===== src/rtl/isa_pkg.sv =====
// Shared types for the instruction-execution sequencer:
// unit indices, FSM encoding and fault codes.
package isa_pkg;

    typedef enum logic [2:0] {
        S_IDLE,
        S_EXEC,
        S_RELEASE,
        S_COMMIT,
        S_FAULT
    } state_e;

    localparam logic [1:0] FC_NONE    = 2'd0;
    localparam logic [1:0] FC_ILLEGAL = 2'd1;
    localparam logic [1:0] FC_TIMEOUT = 2'd2;

    localparam int UNIT_BR  = 0;
    localparam int UNIT_LD  = 1;
    localparam int UNIT_ST  = 2;
    localparam int UNIT_ALU = 3;
    localparam int UNIT_MUL = 4;
    localparam int UNIT_CSR = 5;
    localparam int UNIT_JMP = 6;
    localparam int UNIT_SYS = 7;

    function automatic int op_width(input int n);
        return (n > 1) ? $clog2(n) : 1;
    endfunction

endpackage


===== src/rtl/isa_exec_ctrl_if.sv =====
// Decoder, execution-unit and register-file signals of the
// sequencer; master is the controller side.
interface isa_exec_ctrl_if #(
    parameter int N_UNITS = 8,
    parameter int IP_W    = 64
);
    import isa_pkg::*;

    localparam int OP_W = op_width(N_UNITS);

    logic                      insn_valid;
    logic [OP_W-1:0]           insn_op;
    logic                      insn_ready;
    logic [N_UNITS-1:0]        unit_en;
    logic [N_UNITS-1:0]        unit_finished;
    logic [N_UNITS-1:0]        unit_reg_re;
    logic [4*N_UNITS-1:0]      unit_reg_id;
    logic [N_UNITS-1:0]        unit_ip_set;
    logic [IP_W*N_UNITS-1:0]   unit_ip_val;
    logic                      rf_re;
    logic [3:0]                rf_id;
    logic [IP_W-1:0]           ip;
    logic                      ip_valid;
    logic                      fault;
    logic [1:0]                fault_code;

    modport master (
        input  insn_valid, insn_op,
        input  unit_finished, unit_reg_re, unit_reg_id,
        input  unit_ip_set, unit_ip_val,
        output insn_ready, unit_en, rf_re, rf_id,
        output ip, ip_valid, fault, fault_code
    );

    modport slave (
        output insn_valid, insn_op,
        output unit_finished, unit_reg_re, unit_reg_id,
        output unit_ip_set, unit_ip_val,
        input  insn_ready, unit_en, rf_re, rf_id,
        input  ip, ip_valid, fault, fault_code
    );

endinterface


===== src/rtl/isa_unit_mux.sv =====
// Picks one execution unit's request signals by index;
// an out-of-range index yields all zeros.
module isa_unit_mux
    import isa_pkg::*;
#(
    parameter int N_UNITS = 8,
    parameter int IP_W    = 64,
    parameter int OP_W    = op_width(N_UNITS)
) (
    input  logic [OP_W-1:0]         sel_i,
    input  logic [N_UNITS-1:0]      finished_i,
    input  logic [N_UNITS-1:0]      reg_re_i,
    input  logic [4*N_UNITS-1:0]    reg_id_i,
    input  logic [N_UNITS-1:0]      ip_set_i,
    input  logic [IP_W*N_UNITS-1:0] ip_val_i,
    output logic                    finished_o,
    output logic                    reg_re_o,
    output logic [3:0]              reg_id_o,
    output logic                    ip_set_o,
    output logic [IP_W-1:0]         ip_val_o
);

    always_comb begin
        finished_o = 1'b0;
        reg_re_o   = 1'b0;
        reg_id_o   = '0;
        ip_set_o   = 1'b0;
        ip_val_o   = '0;
        for (int k = 0; k < N_UNITS; k++) begin
            if (sel_i == OP_W'(k)) begin
                finished_o = finished_i[k];
                reg_re_o   = reg_re_i[k];
                reg_id_o   = reg_id_i[4*k +: 4];
                ip_set_o   = ip_set_i[k];
                ip_val_o   = ip_val_i[IP_W*k +: IP_W];
            end
        end
    end

endmodule


===== src/rtl/isa_exec_ctrl.sv =====
// Sequences one decoded instruction through its execution unit
// and commits the next instruction pointer.
module isa_exec_ctrl
    import isa_pkg::*;
#(
    parameter int              N_UNITS  = 8,
    parameter int              IP_W     = 64,
    parameter int              INSN_LEN = 2,
    parameter logic [IP_W-1:0] RESET_IP = '0,
    parameter int              TIMEOUT  = 255
) (
    input  logic            clk,
    input  logic            rst_n,
    isa_exec_ctrl_if.master bus
);

    localparam int OP_W  = op_width(N_UNITS);
    localparam int CNT_W = $clog2(TIMEOUT + 1);
    localparam logic [OP_W:0]    N_LIM = (OP_W + 1)'(N_UNITS);
    localparam logic [CNT_W-1:0] TO_V  = CNT_W'(TIMEOUT);

    state_e            state_q;
    logic [OP_W-1:0]   op_q;
    logic              taken_q;
    logic [IP_W-1:0]   target_q;
    logic [CNT_W-1:0]  cnt_q;
    logic [CNT_W-1:0]  cnt_d;
    logic [IP_W-1:0]   ip_q;
    logic [IP_W-1:0]   ip_d;
    logic              ip_valid_q;
    logic              fault_q;
    logic [1:0]        fc_q;

    logic              exec;
    logic              sel_fin;
    logic              sel_re;
    logic [3:0]        sel_id;
    logic              sel_set;
    logic [IP_W-1:0]   sel_val;
    logic [N_UNITS-1:0] en_c;

    isa_unit_mux #(
        .N_UNITS (N_UNITS),
        .IP_W    (IP_W),
        .OP_W    (OP_W)
    ) u_mux (
        .sel_i      (op_q),
        .finished_i (bus.unit_finished),
        .reg_re_i   (bus.unit_reg_re),
        .reg_id_i   (bus.unit_reg_id),
        .ip_set_i   (bus.unit_ip_set),
        .ip_val_i   (bus.unit_ip_val),
        .finished_o (sel_fin),
        .reg_re_o   (sel_re),
        .reg_id_o   (sel_id),
        .ip_set_o   (sel_set),
        .ip_val_o   (sel_val)
    );

    assign exec  = (state_q == S_EXEC);
    assign cnt_d = cnt_q + CNT_W'(1);
    assign ip_d  = taken_q ? target_q : ip_q + IP_W'(INSN_LEN);

    // Enable decoded from state so an async reset drops it at once.
    always_comb begin
        en_c = '0;
        for (int k = 0; k < N_UNITS; k++) begin
            en_c[k] = exec && (op_q == OP_W'(k));
        end
    end

    always_ff @(posedge clk or negedge rst_n) begin
        if (!rst_n) begin
            state_q    <= S_IDLE;
            op_q       <= '0;
            taken_q    <= 1'b0;
            target_q   <= '0;
            cnt_q      <= '0;
            ip_q       <= RESET_IP;
            ip_valid_q <= 1'b0;
            fault_q    <= 1'b0;
            fc_q       <= FC_NONE;
        end else begin
            ip_valid_q <= 1'b0;
            unique case (state_q)
                S_IDLE: begin
                    if (bus.insn_valid) begin
                        if ({1'b0, bus.insn_op} < N_LIM) begin
                            op_q    <= bus.insn_op;
                            taken_q <= 1'b0;
                            cnt_q   <= '0;
                            state_q <= S_EXEC;
                        end else begin
                            fault_q <= 1'b1;
                            fc_q    <= FC_ILLEGAL;
                            state_q <= S_FAULT;
                        end
                    end
                end
                S_EXEC: begin
                    cnt_q <= cnt_d;
                    if (sel_set) begin
                        taken_q  <= 1'b1;
                        target_q <= sel_val;
                    end
                    if (sel_fin) begin
                        state_q <= S_RELEASE;
                    end else if (cnt_d == TO_V) begin
                        fault_q <= 1'b1;
                        fc_q    <= FC_TIMEOUT;
                        state_q <= S_FAULT;
                    end
                end
                // Load ip here so it is already valid during COMMIT.
                S_RELEASE: begin
                    ip_q       <= ip_d;
                    ip_valid_q <= 1'b1;
                    state_q    <= S_COMMIT;
                end
                S_COMMIT: state_q <= S_IDLE;
                S_FAULT:  state_q <= S_FAULT;
                default:  state_q <= S_IDLE;
            endcase
        end
    end

    assign bus.insn_ready = (state_q == S_IDLE);
    assign bus.unit_en    = en_c;
    assign bus.rf_re      = exec & sel_re;
    assign bus.rf_id      = exec ? sel_id : 4'd0;
    assign bus.ip         = ip_q;
    assign bus.ip_valid   = ip_valid_q;
    assign bus.fault      = fault_q;
    assign bus.fault_code = fc_q;

endmodule


===== src/flat_wrapper.sv =====
// flat-port wrapper written by rule: the top's interface ports become plain ports
module isa_exec_ctrl_flat import isa_pkg::*;
#(
    parameter int              N_UNITS  = 8,
    parameter int              IP_W     = 64,
    parameter int              INSN_LEN = 2,
    parameter logic [IP_W-1:0] RESET_IP = '0,
    parameter int              TIMEOUT  = 255
)
  (clk, rst_n, bus_insn_valid, bus_insn_op, bus_unit_finished, bus_unit_reg_re, bus_unit_reg_id, bus_unit_ip_set, bus_unit_ip_val, bus_insn_ready, bus_unit_en, bus_rf_re, bus_rf_id, bus_ip, bus_ip_valid, bus_fault, bus_fault_code);
  isa_exec_ctrl_if #(.N_UNITS(N_UNITS), .IP_W(IP_W)) bus_i ();
  input  logic clk;
  input  logic rst_n;
  input wire logic [$bits(bus_i.insn_valid)-1:0] bus_insn_valid;
  input wire logic [$bits(bus_i.insn_op)-1:0] bus_insn_op;
  input wire logic [$bits(bus_i.unit_finished)-1:0] bus_unit_finished;
  input wire logic [$bits(bus_i.unit_reg_re)-1:0] bus_unit_reg_re;
  input wire logic [$bits(bus_i.unit_reg_id)-1:0] bus_unit_reg_id;
  input wire logic [$bits(bus_i.unit_ip_set)-1:0] bus_unit_ip_set;
  input wire logic [$bits(bus_i.unit_ip_val)-1:0] bus_unit_ip_val;
  output wire logic [$bits(bus_i.insn_ready)-1:0] bus_insn_ready;
  output wire logic [$bits(bus_i.unit_en)-1:0] bus_unit_en;
  output wire logic [$bits(bus_i.rf_re)-1:0] bus_rf_re;
  output wire logic [$bits(bus_i.rf_id)-1:0] bus_rf_id;
  output wire logic [$bits(bus_i.ip)-1:0] bus_ip;
  output wire logic [$bits(bus_i.ip_valid)-1:0] bus_ip_valid;
  output wire logic [$bits(bus_i.fault)-1:0] bus_fault;
  output wire logic [$bits(bus_i.fault_code)-1:0] bus_fault_code;
  assign bus_i.insn_valid = bus_insn_valid;
  assign bus_i.insn_op = bus_insn_op;
  assign bus_i.unit_finished = bus_unit_finished;
  assign bus_i.unit_reg_re = bus_unit_reg_re;
  assign bus_i.unit_reg_id = bus_unit_reg_id;
  assign bus_i.unit_ip_set = bus_unit_ip_set;
  assign bus_i.unit_ip_val = bus_unit_ip_val;
  assign bus_insn_ready = bus_i.insn_ready;
  assign bus_unit_en = bus_i.unit_en;
  assign bus_rf_re = bus_i.rf_re;
  assign bus_rf_id = bus_i.rf_id;
  assign bus_ip = bus_i.ip;
  assign bus_ip_valid = bus_i.ip_valid;
  assign bus_fault = bus_i.fault;
  assign bus_fault_code = bus_i.fault_code;
  isa_exec_ctrl #(.N_UNITS(N_UNITS), .IP_W(IP_W), .INSN_LEN(INSN_LEN), .RESET_IP(RESET_IP), .TIMEOUT(TIMEOUT)) u_core (.clk(clk), .rst_n(rst_n), .bus(bus_i));
endmodule

===== config.mk =====
export PLATFORM = sky130hd
export DESIGN_NAME = isa_exec_ctrl_flat
export DESIGN_NICKNAME = d
export VERILOG_FILES = /design/src/rtl/isa_pkg.sv /design/src/rtl/isa_exec_ctrl_if.sv /design/src/rtl/isa_unit_mux.sv /design/src/rtl/isa_exec_ctrl.sv /design/src/flat_wrapper.sv
export SDC_FILE = /design/constraint.sdc
export NUM_CORES = 1
export LEC_CHECK = 0
export CAP_MARGIN = 20
export CORE_AREA = 5 5 249 251
export DETAILED_ROUTE_END_ITERATION = 8
export DIE_AREA = 0 0 254 256
export HOLD_SLACK_MARGIN = 0.08
export SLEW_MARGIN = 20
export SYNTH_ARGS = -nofsm -noshare
export SYNTH_HDL_FRONTEND = slang
export SYNTH_HIERARCHICAL = 1
export SYNTH_SLANG_ARGS = --single-unit
export TNS_END_PERCENT = 30

===== constraint.sdc =====
create_clock -name clk -period 2.9 [get_ports clk]
set_clock_uncertainty 0.2 [all_clocks]
set_input_delay 0.29 -clock clk [delete_from_list [all_inputs] [get_ports clk]]
set_output_delay 0.29 -clock clk [all_outputs]
set_load 0.02 [all_outputs]

# Word-level counts from Yosys, hierarchy flattened
# Cells that the tools add are included.
# op_classes
add_sub_neg	2
mul	0
div	0
magnitude_cmp	0
eq_ne	14
shifts	0
mux	52
bitwise_logic	2
n_reduce_logical	17
# ops
operator	n
64-bit 2-to-1 mux	9
64-bit by 2-bit adder with 64-bit output, second input constant	1
4-bit 2-to-1 mux	9
1-bit 2-to-1 mux	27
8-bit case mux with 2 select lines	1
3-bit equality test, second input constant	5
3-bit case mux with 4 select lines	1
3-bit by 2-bit equality test with 1-bit output, second input constant	3
3-bit 2-to-1 mux	3
8-bit by 1-bit adder with 8-bit output, second input constant	1
8-bit equality test, second input constant	1
1-bit logical AND	8
8-bit 2-to-1 mux	1
2-bit AND reduction	4
3-bit by 1-bit equality test with 1-bit output, second input constant	2
3-bit logical NOT	2
3-bit AND reduction	2
2-bit != test, second input constant	2
3-bit != test, second input constant	1
1-bit case mux with 2 select lines	1
2-bit nonzero test	1
1-bit AND	1
1-bit inverter	1
# word_totals
register_bits	145
latchBits	0
mem_bits_rw	0
romBits	0
in_bits	574
output_inout_bits	82
wordCells	95
mem_count	0

# Longest topological paths before layout
# depth
ltp_word	11
ltp_mapped	13
ltp_nobuf	7

# Modules after synthesis
# Netlist, hierarchy kept.
# by_module_without_submodules
module	n_inst	cells_each	area_per_inst_um2	seq_area_each_um2
isa_exec_ctrl	1	796	7653.6	3628.5
isa_unit_mux	1	739	6617.6	0.0

# Worst setup path before layout
# OpenSTA, ideal clock, no wires.
# synth_timing
kind	reg2reg
startpoint	register u_core.op_q[1]
endpoint	register u_core.target_q[0]
setup_ns	0.125
arrival_time_ns	2.659
required_time_ns	2.575
path_slack_ns	-0.083
path_stages_with_launch	12
path_buffers	6
period_less_slack_ns	2.983
path_cell_list	dfrtp_1 > buf_6 > buf_4 > buf_4 > buf_2 > mux4_2 > o21ai_0 > a21oi_1 > and3_1 > clkbuf_1 > clkbuf_1 > mux2_2
# synth_via
elab_chain_len	10
word_cells_on_any_way	25
cone_classes	7 x eq/ne; 16 x mux; 2 x reduce/logical
# synth_rtl
element	line	text
start, declared	isa_exec_ctrl.sv:23	logic [OP_W-1:0] op_q;
start signal, assigned	isa_exec_ctrl.sv:89	op_q <= bus.insn_op;
3-bit logical NOT	isa_unit_mux.sv:30	if (sel_i == OP_W'(k)) begin
1-bit 2-to-1 mux (7 in series)	isa_unit_mux.sv:30	
1-bit 2-to-1 mux (*)	isa_unit_mux.sv:30	
via u_core.sel_set	isa_exec_ctrl.sv:38	logic sel_set;
2-bit AND reduction (no line) (*)	n/a	
end signal, assigned	isa_exec_ctrl.sv:104	target_q <= sel_val;
end, declared	isa_exec_ctrl.sv:25	logic [IP_W-1:0] target_q;
# The timed path passes the listed nets; every way through them passes the cells marked *.
# A chain may end at the register's enable or synchronous reset.

# Worst setup path in the final report
# layout_timing
startpoint	register u_core.op_q[0]
endpoint	output bus_rf_re
# layout_via
elab_chain_len	10
word_cells_on_any_way	17
cone_classes	7 x eq/ne; 8 x mux; 1 x bitwise; 1 x reduce/logical
# layout_rtl
element	line	text
3-bit logical NOT	isa_unit_mux.sv:30	
1-bit 2-to-1 mux (7 in series)	isa_unit_mux.sv:30	
1-bit 2-to-1 mux (*)	isa_unit_mux.sv:30	
via u_core.sel_re	isa_exec_ctrl.sv:36	logic sel_re;
1-bit AND (*)	isa_exec_ctrl.sv:129	assign bus.rf_re = exec & sel_re;
end, declared	flat_wrapper.sv:23	output wire logic [$bits(bus_i.rf_re)-1:0] bus_rf_re;
# Marks and branches as above.

==> results_dict.tcl <==
set metrics [dict create \
    status "complete, no violations" \
    synth_area_sq_mm 0.0143 \
    nets 2732 \
    slowest_delay_ns 0.51 \
    viasPerCell 5.39 \
    crit_slowest_cell "dfrtp_4" \
    r2r_end "u_core/target_q[12]" \
    finalHoldViolCount 0 \
    maxCapViolations 0 \
    slew_viol_final 0 \
    yosys_warnings 6 \
    core_sq_mm 0.0597 \
    hpwlAfterDp_um 60000 \
    r2r_cells 8 \
    met2_usage_pct 35.5 \
    drtPass1Iterations 6 \
    required_ns 2.41 \
    gr-max-usage-layer "met2" \
    period_share_pct 96.7 \
    synth.largest_area_cell "dfrtp_1" \
    synthSimpleGateAreaFrac_pct 17.0 \
    instances_no_fill 2954 \
    cts_made_buffers 17 \
    vdd_drop_max_uv 411 \
    rsz0062_at_grt "true" \
    hold_class "primary input to asynchronous set/reset pin" \
    worstPathArrival_ns 2.32 \
    clk_pin_slew_ns 0.06 \
    die_w_um 254 \
    cell_internal_pwr_mw 11.2 \
    utilization_pct 37.8 \
    numPlacedInstances 2912 \
    max-clock-path-buffers 2 \
    synth-seq-cells 145 \
    clk_latency_ns 0.44 \
    globalRouteTotalUtil_pct 21.7 \
    yosysTopAreaCellShare_pct 25.4 \
    p_comb_share_pct 70.8 \
    die_h_um 256 \
    vias 15900 \
    synth_nets 2112 \
    grtUsageMet1_pct 30.0 \
    placed_cell_area_sq_mm 0.0219 \
    routed_wl_um 73600 \
    drt-initial-drc-count 1288 \
    slew_headroom_pct 42.9 \
    area_delta_synth_final_pct 58.2 \
    total_leakage_power_nw 8.26 \
    initial_core_util_pct 23.9 \
    antenna_found_initial 9 \
    synthFlopType "dfrtp_1" \
    syn_avg_cell_area_sq_um 9.30 \
    grt_pass1_wl_um 109000 \
    cp_max_fo 6 \
    critical_path_class "register to output pin" \
    end_kind "output pin" \
    crit_top_cell "buf_4" \
    grt-ovfl-total 0 \
    switching_share_pct 47.2 \
    synth_cell_types 70 \
    synthArstFlopShare_pct 100 \
    synth_xor_xnor_area_share_pct 0.245 \
    synth_mux_area_share_pct 22.1 \
    grt_max_degree 125 \
    p_seq_share_pct 18.8 \
    drive_above_1_share_pct 16.7 \
    num_rows 90 \
    path_cells "buf_4, nor2b_4, buf_4, a2111oi_2, a21oi_1, and3_1, clkdlybuf4s15_2" \
    dieArea_sq_mm 0.0650 \
    routabilityCongestion 0.935 \
    cts_max_level 4 \
    cpLargestDelayFamily "buffers and inverters" \
    route.detailed.drc 0 \
    regToRegSetupSlack_ns 0.13 \
    synth-compound-area-share_pct 29.2 \
    syn_inst 1535 \
    ys_seq_area_share_pct 25.4 \
    tightest_slew_ns 0.849 \
    synthAdderAreaFrac_pct 0.263 \
    synth_top_family_by_area "compound AO/OA/AOI/OAI gates" \
    grt_pass1_vias 16400 \
    use_met3_pct 3.62 \
    synth-edff-count 0 \
    p_switching_mw 10.0 \
    power_density_mw_per_mm2 939 \
    numPortBuffers 654 \
    cp-start-kind "register" \
    synth_area_leaders "dfrtp_1, mux4_2, a2111oi_2, mux2i_1, mux2_2" \
    max_freq_mhz 356 \
    finalSetupViolations 0 \
    ant_nets 0 \
    power.share.clock_pct 10.5 \
    root_buffer "clkbuf_16" \
    crit_buf_inv 3 \
    clock-sinks 145 \
    wl_per_cell_um 24.9 \
    r2r_start "u_core/op_q[1]" \
    finalCriticalPeriod_ns 2.81 \
    io_pins 656 \
    design_area_sq_mm 0.0226 \
    cts_tree "done" \
]
[state kept, by name, summed over array words and instances, names as in the netlist]
| register | flops |
|---|---|
| u_core/taken_q | 1 |
| u_core/bus.fault | 1 |
| u_core/bus.ip | 64 |
| u_core/op_q | 3 |
| u_core/cnt_q | 8 |
| u_core/target_q | 64 |
| u_core/bus.ip_valid | 1 |
| u_core/state_q | 3 |
[repair_timing]
action	in CTS	in global routing
hold buffers	1	0
buffers inserted	3	1
cloned	1	0
setup endpoints to repair	68	69
hold endpoints to repair	56	0
resized for setup	27	8
[metrics by stage]
stage          power, mW  setup slack (ns)  setup TNS, ns  hold WS (ns)
6_report            21.2            0.0944              0         0.199
5_1_grt             22.7           -0.0511        -0.0511         0.229
4_1_cts             21.3          0.000853              0         0.213
3_5_place_dp        18.9           -0.0723          -3.09        0.0850
3_3_place_gp        18.6           -0.0821          -4.26        0.0851
2_1_floorplan       13.4           -0.0835          -2.89        -0.206
[cells in the mapped netlist, drive strengths merged, types with 3 or more instances]
cell type / n
dfrtp: 145
o21ai: 132
nor2: 127
a21oi: 110
mux2i: 79
clkbuf: 78
a32o: 72
nand2: 72
nand2b: 72
a2111oi: 70
a21boi: 70
mux2: 70
mux4: 70
buf: 69
nand3: 49
nor3: 33
and3: 28
nand4: 22
nor4: 17
or3: 12
inv: 11
a22oi: 10
a31oi: 10
nor2b: 7
o2bb2ai: 7
or4: 7
o31ai: 6
and2: 5
o211ai: 5
o22a: 5
a221oi: 4
and4: 4
nor3b: 4
a2bb2oi: 3
a311oi: 3
a41o: 3
ha: 3
o21a: 3
o22ai: 3
o311ai: 3
o31a: 3
or2: 3
xnor2: 3
[worst max-delay path by stage]
stage                   start                   to  slack [ns]  depth (start not counted)
5_1_grt        u_core/op_q[2]            bus_rf_re       -0.05                          6
4_1_cts        u_core/op_q[0]         bus_rf_id[0]      0.0009                          7
2_1_floorplan  u_core/op_q[1]   u_core/target_q[0]       -0.08                         11
3_5_place_dp   u_core/op_q[1]  u_core/target_q[23]       -0.07                          8
3_3_place_gp   u_core/op_q[1]  u_core/target_q[22]       -0.08                          8
6_report       u_core/op_q[0]            bus_rf_re        0.09                          7
[layout make-up]
class | instances | area [sq um]
Clock buffer | 20 | 457
Clock inverter | 12 | 124
Multi-Input combinational cell | 1230 | 9850
Sequential cell | 145 | 3640
Inverter | 13 | 48.8
Fill cell | 6030 | 37100
Timing Repair Buffer | 748 | 7470
Antenna cell | 4 | 10.0
Tap cell | 782 | 978
[power by group through the flow]
stage               clock, mW  combinational (mW)  sequential, mW
finish                   2.22                15.0            3.98
global route             2.36                16.2            4.12
detailed placement          0                14.8            4.01
global placement            0                14.6            3.97
CTS                      2.30                15.0            3.98
floorplan                   0                9.41            4.02
[metal layers]
metal	wire length (um)	up-vias
li1	-	7304
met1	32300	7868
met2	35600	687
met3	4250	71
met4	1540	0
met5	0	-
[layout by cell type (no fill, tap or decap), types with 6 or more instances in the layout]
master / netlist / routed
clkbuf_16: 0 / 17
o2bb2ai_1: 7 / 7
nand2_1: 72 / 71
mux2_2: 69 / 69
nand2b_1: 72 / 72
dfrtp_1: 145 / 141
nand3_1: 48 / 48
a31oi_1: 10 / 10
a22oi_1: 10 / 10
inv_1: 11 / 11
a32o_1: 72 / 72
or3_1: 12 / 12
nor2_1: 127 / 127
a2111oi_2: 70 / 70
buf_12: 0 / 12
mux4_2: 70 / 70
or4_1: 6 / 6
and3_1: 28 / 27
clkdlybuf4s50_1: 0 / 646
o21ai_0: 132 / 132
o31ai_1: 6 / 6
nor3_1: 31 / 31
a21boi_1: 9 / 11
a21boi_0: 61 / 59
buf_4: 16 / 75
mux2i_1: 79 / 79
nand4_1: 21 / 21
a21oi_1: 110 / 110
nor4_1: 14 / 14
[logic make-up after synthesis]
kind of cell	after synthesis
AO/OA/AOI/OAI	536
XOR/XNOR	4
adder cells (fa/ha/maj)	3
buffers and inverters	160
flip-flops	145
multiplexers	219
other	1
AND/OR/NAND/NOR	467
(Power assumes the default switching activity.)
==> RTL change, RTL diff (same settings) <==
`IP_W` is set to 64 in 4 places; all go to 32.
--- a/src/rtl/isa_exec_ctrl_if.sv
+++ b/src/rtl/isa_exec_ctrl_if.sv
@@ -4,3 +4,3 @@
     parameter int N_UNITS = 8,
-    parameter int IP_W    = 64
+    parameter int IP_W    = 32
 );
--- a/src/rtl/isa_unit_mux.sv
+++ b/src/rtl/isa_unit_mux.sv
@@ -6,3 +6,3 @@
     parameter int N_UNITS = 8,
-    parameter int IP_W    = 64,
+    parameter int IP_W    = 32,
     parameter int OP_W    = op_width(N_UNITS)
--- a/src/rtl/isa_exec_ctrl.sv
+++ b/src/rtl/isa_exec_ctrl.sv
@@ -6,3 +6,3 @@
     parameter int              N_UNITS  = 8,
-    parameter int              IP_W     = 64,
+    parameter int              IP_W     = 32,
     parameter int              INSN_LEN = 2,
--- a/src/flat_wrapper.sv
+++ b/src/flat_wrapper.sv
@@ -4,3 +4,3 @@
     parameter int              N_UNITS  = 8,
-    parameter int              IP_W     = 64,
+    parameter int              IP_W     = 32,
     parameter int              INSN_LEN = 2,
Ports: changed (resized bus_ip and bus_unit_ip_val); port bits go from 656 to 368. No check against the original RTL was run, so the function may have changed too.
==> RTL change against the original RTL <==
The flow now finishes with violations (negative setup slack); sequential cell count is 64 lower; sequential share of layout area is 0.39 points lower; design area is 43% lower; synthesized area is 45% lower; worst setup slack worse by 0.10 ns; power is 44% lower; wire length is 45% lower; critical path type unchanged.
==> RTL change: results (changes against the original RTL) <==
Clock tree
  • Clk slew on worst S/H paths: 0.06 ns (about the same)
  • Clk root buf: clkbuf_16
  • H-Tree Depth: 3 (-1)
  • CTS Buf Count: 9 (-8)
  • Clock Latency Late Sink: 0.34 ns (-0.10 ns)
  • Clock buffer depth: 2 (unchanged)

Placed design
  • Dpl ws: 0.230 ns (+0.302 ns)
  • Dpl cells: 1960 (-33%)
  • Detail Placement HPWL: 34.1 mm (-43%)
  • RD Place Congestion: 0.917 (-2.0%)
  • Port buffer count: 366 (-44%)

Detailed routing
  • DR iter-0 viols: 494 (-62%)
  • Detailed-route via count: 8745 (-45%)
  • Met1 wire length: 17.1 mm (-47%)
  • Routed wire length: 40.7 mm (-45%)
  • Top Layer Used: met5
  • Routed wl met3: 3.96 mm (-7.0%)
  • Routed len/inst: 20.6 um (-18%)
  • Met2 Wirelength: 18.4 mm (-48%)
  • Drt pass-1 iters: 4 (-2)

Power and ir drop
  • Leak Pwr: 4.55 nW (-45%)
  • Max VDD drop: 0.371 mV (-9.5%)
  • Switching Share: 0.468 (-0.00409)

Hold path
  • Hold Path Class: in -> async

Synth
  • Syn Inst Count: 856 (-44%)
  • Net Count, Synth: 1177 (-44%)
  • Sequential area share after synthesis: 0.257 (+0.00305)
  • Ys async rst share: 1.00 (unchanged)
  • Yosys warning count: 6 (unchanged)
  • Synth area leaders: dfrtp_1 26%, mux4_2 11%, mux2_2 5.3%
  • Synth top cells by count: 81 x dfrtp_1, 72 x o21ai_0, 62 x nor2_1
  • Prevailing post-synth register cell: dfrtp_1
  • Distinct cells, synth: 65 (-7.1%)

Setup path
  • R2R depth: 7 (-1)
  • R2R Path Start: u_core/op_q[0]
  • CP arrival: 2.42 ns (+0.10 ns)
  • R2R Setup Slk: 0.24 ns (+0.11 ns)
  • R2R Path End: u_core/target_q[17]
  • Crit path max fanout: 14 (+8)

Global routing
  • Largest net degree at the start of global routing: 57 (-54%)
  • Initial antenna violation count: 11 (+2)
  • Routing usage on met3: 0.0420 (+0.00579)
  • Vias in the first global route: 9004 (-45%)
  • Met2 Usage GRT: 0.187 (-0.168)
  • GR Util met1: 0.149 (-0.151)
  • First-pass GRT wire length: 58.3 mm (-46%)
  • GRT Util Overall: 0.118 (-0.0987)

Outcome
  • Status: finished, violations left
  • Failing checks: negative setup slack

Finish
  • Nets: 1511 (-45%)
  • Share of cells above drive strength 1: 0.152 (-0.0142)

Timing
  • Final worst slack: -0.00572 ns (-0.100 ns)
  • Setup violators final: 1 (+1)
  • Worst Max-Slew Pin Slew: 0.872 ns (+0.0234 ns)
==> RTL change: cell types whose count changed after synthesis, sizes merged, moves of 38 or more <==
cell | unedited run | this run
nor2 | 127 | 62
nand2 | 72 | 29
dfrtp | 145 | 81
mux2i | 79 | 41
a21oi | 110 | 61
o21ai | 132 | 72
==> RTL change: power groups by stage <==
stage	registers (mW)	clock network, mW	logic [mW]
6_report	2.29	1.31	8.20
3_3_place_gp	2.27	0	8.08
4_1_cts	2.29	1.35	8.23
2_1_floorplan	2.26	0	4.95
3_5_place_dp	2.30	0	8.16
5_1_grt	2.39	1.41	8.94
==> RTL change: layout make-up <==
class                           count  area (um2)
Fill cell                        6562       46700
Multi-Input combinational cell    678        5450
Timing Repair Buffer              410        4100
Sequential cell                    81        2040
Tap cell                          782         978
Clock buffer                       11         243
Clock inverter                      5         103
Inverter                           10        37.5
Antenna cell                        1        2.50
==> RTL change: cell families after synthesis <==
| logic type | count (synthesis) | share of synthesized area |
|---|---|---|
| other | 1 | 0.000476 |
| DFF | 81 | 0.257 |
| muxes | 116 | 0.214 |
| buffers and inverters | 97 | 0.0611 |
| adders and majority gates | 3 | 0.00477 |
| AOI/OAI and AO/OA | 304 | 0.287 |
| and+or+nand+nor | 253 | 0.175 |
| xor gates and xnor gates | 1 | 0.00111 |
==> RTL change: stage by stage <==
stage / utilization / area (um2) / hold slack (ns) / setup TNS [ns]
after floorplan: - / 7880 / -0.206 / 0
after global placement: 0.210 / 12500 / 0.0592 / 0
after detailed placement: 0.210 / 12500 / 0.0639 / 0
after CTS: 0.216 / 12900 / 0.309 / -0.137
after global routing: 0.217 / 12900 / 0.327 / -0.222
final: 0.217 / 12900 / 0.281 / -0.00572
==> RTL change: worst max path at each step <==
stage	start	to	depth (start not counted)	slack, ns
finish	u_core/op_q[0]	bus_rf_id[0]	7	-0.006
global route	u_core/op_q[0]	bus_rf_id[0]	7	-0.1
CTS	u_core/op_q[0]	bus_rf_id[0]	7	-0.09
detailed placement	u_core/op_q[2]	bus_rf_id[3]	6	0.23
global placement	u_core/op_q[2]	bus_rf_id[3]	6	0.21
floorplan	u_core/op_q[1]	u_core/target_q[0]	11	0.27
==> RTL change: worst max-delay path, stage by stage, from the launching register on <==
cell	delay (ns)
dfrtp_4	0.56
nor2b_4	0.19
buf_4	0.21
a32o_1	0.34
a2111oi_4	0.36
a21oi_2	0.10
and2_1	0.16
buf_4	0.15
==> RTL change: what timing repair did <==
| action | 4_1_cts | 5_1_grt |
|---|---|---|
| resized for setup | 9 | 16 |
| endpoints found under the hold margin | 29 | 0 |
| hold buffers | 1 | 0 |
| setup endpoints to repair | 6 | 12 |
| pin swaps | 0 | 1 |
| buffers inserted | 0 | 0 |
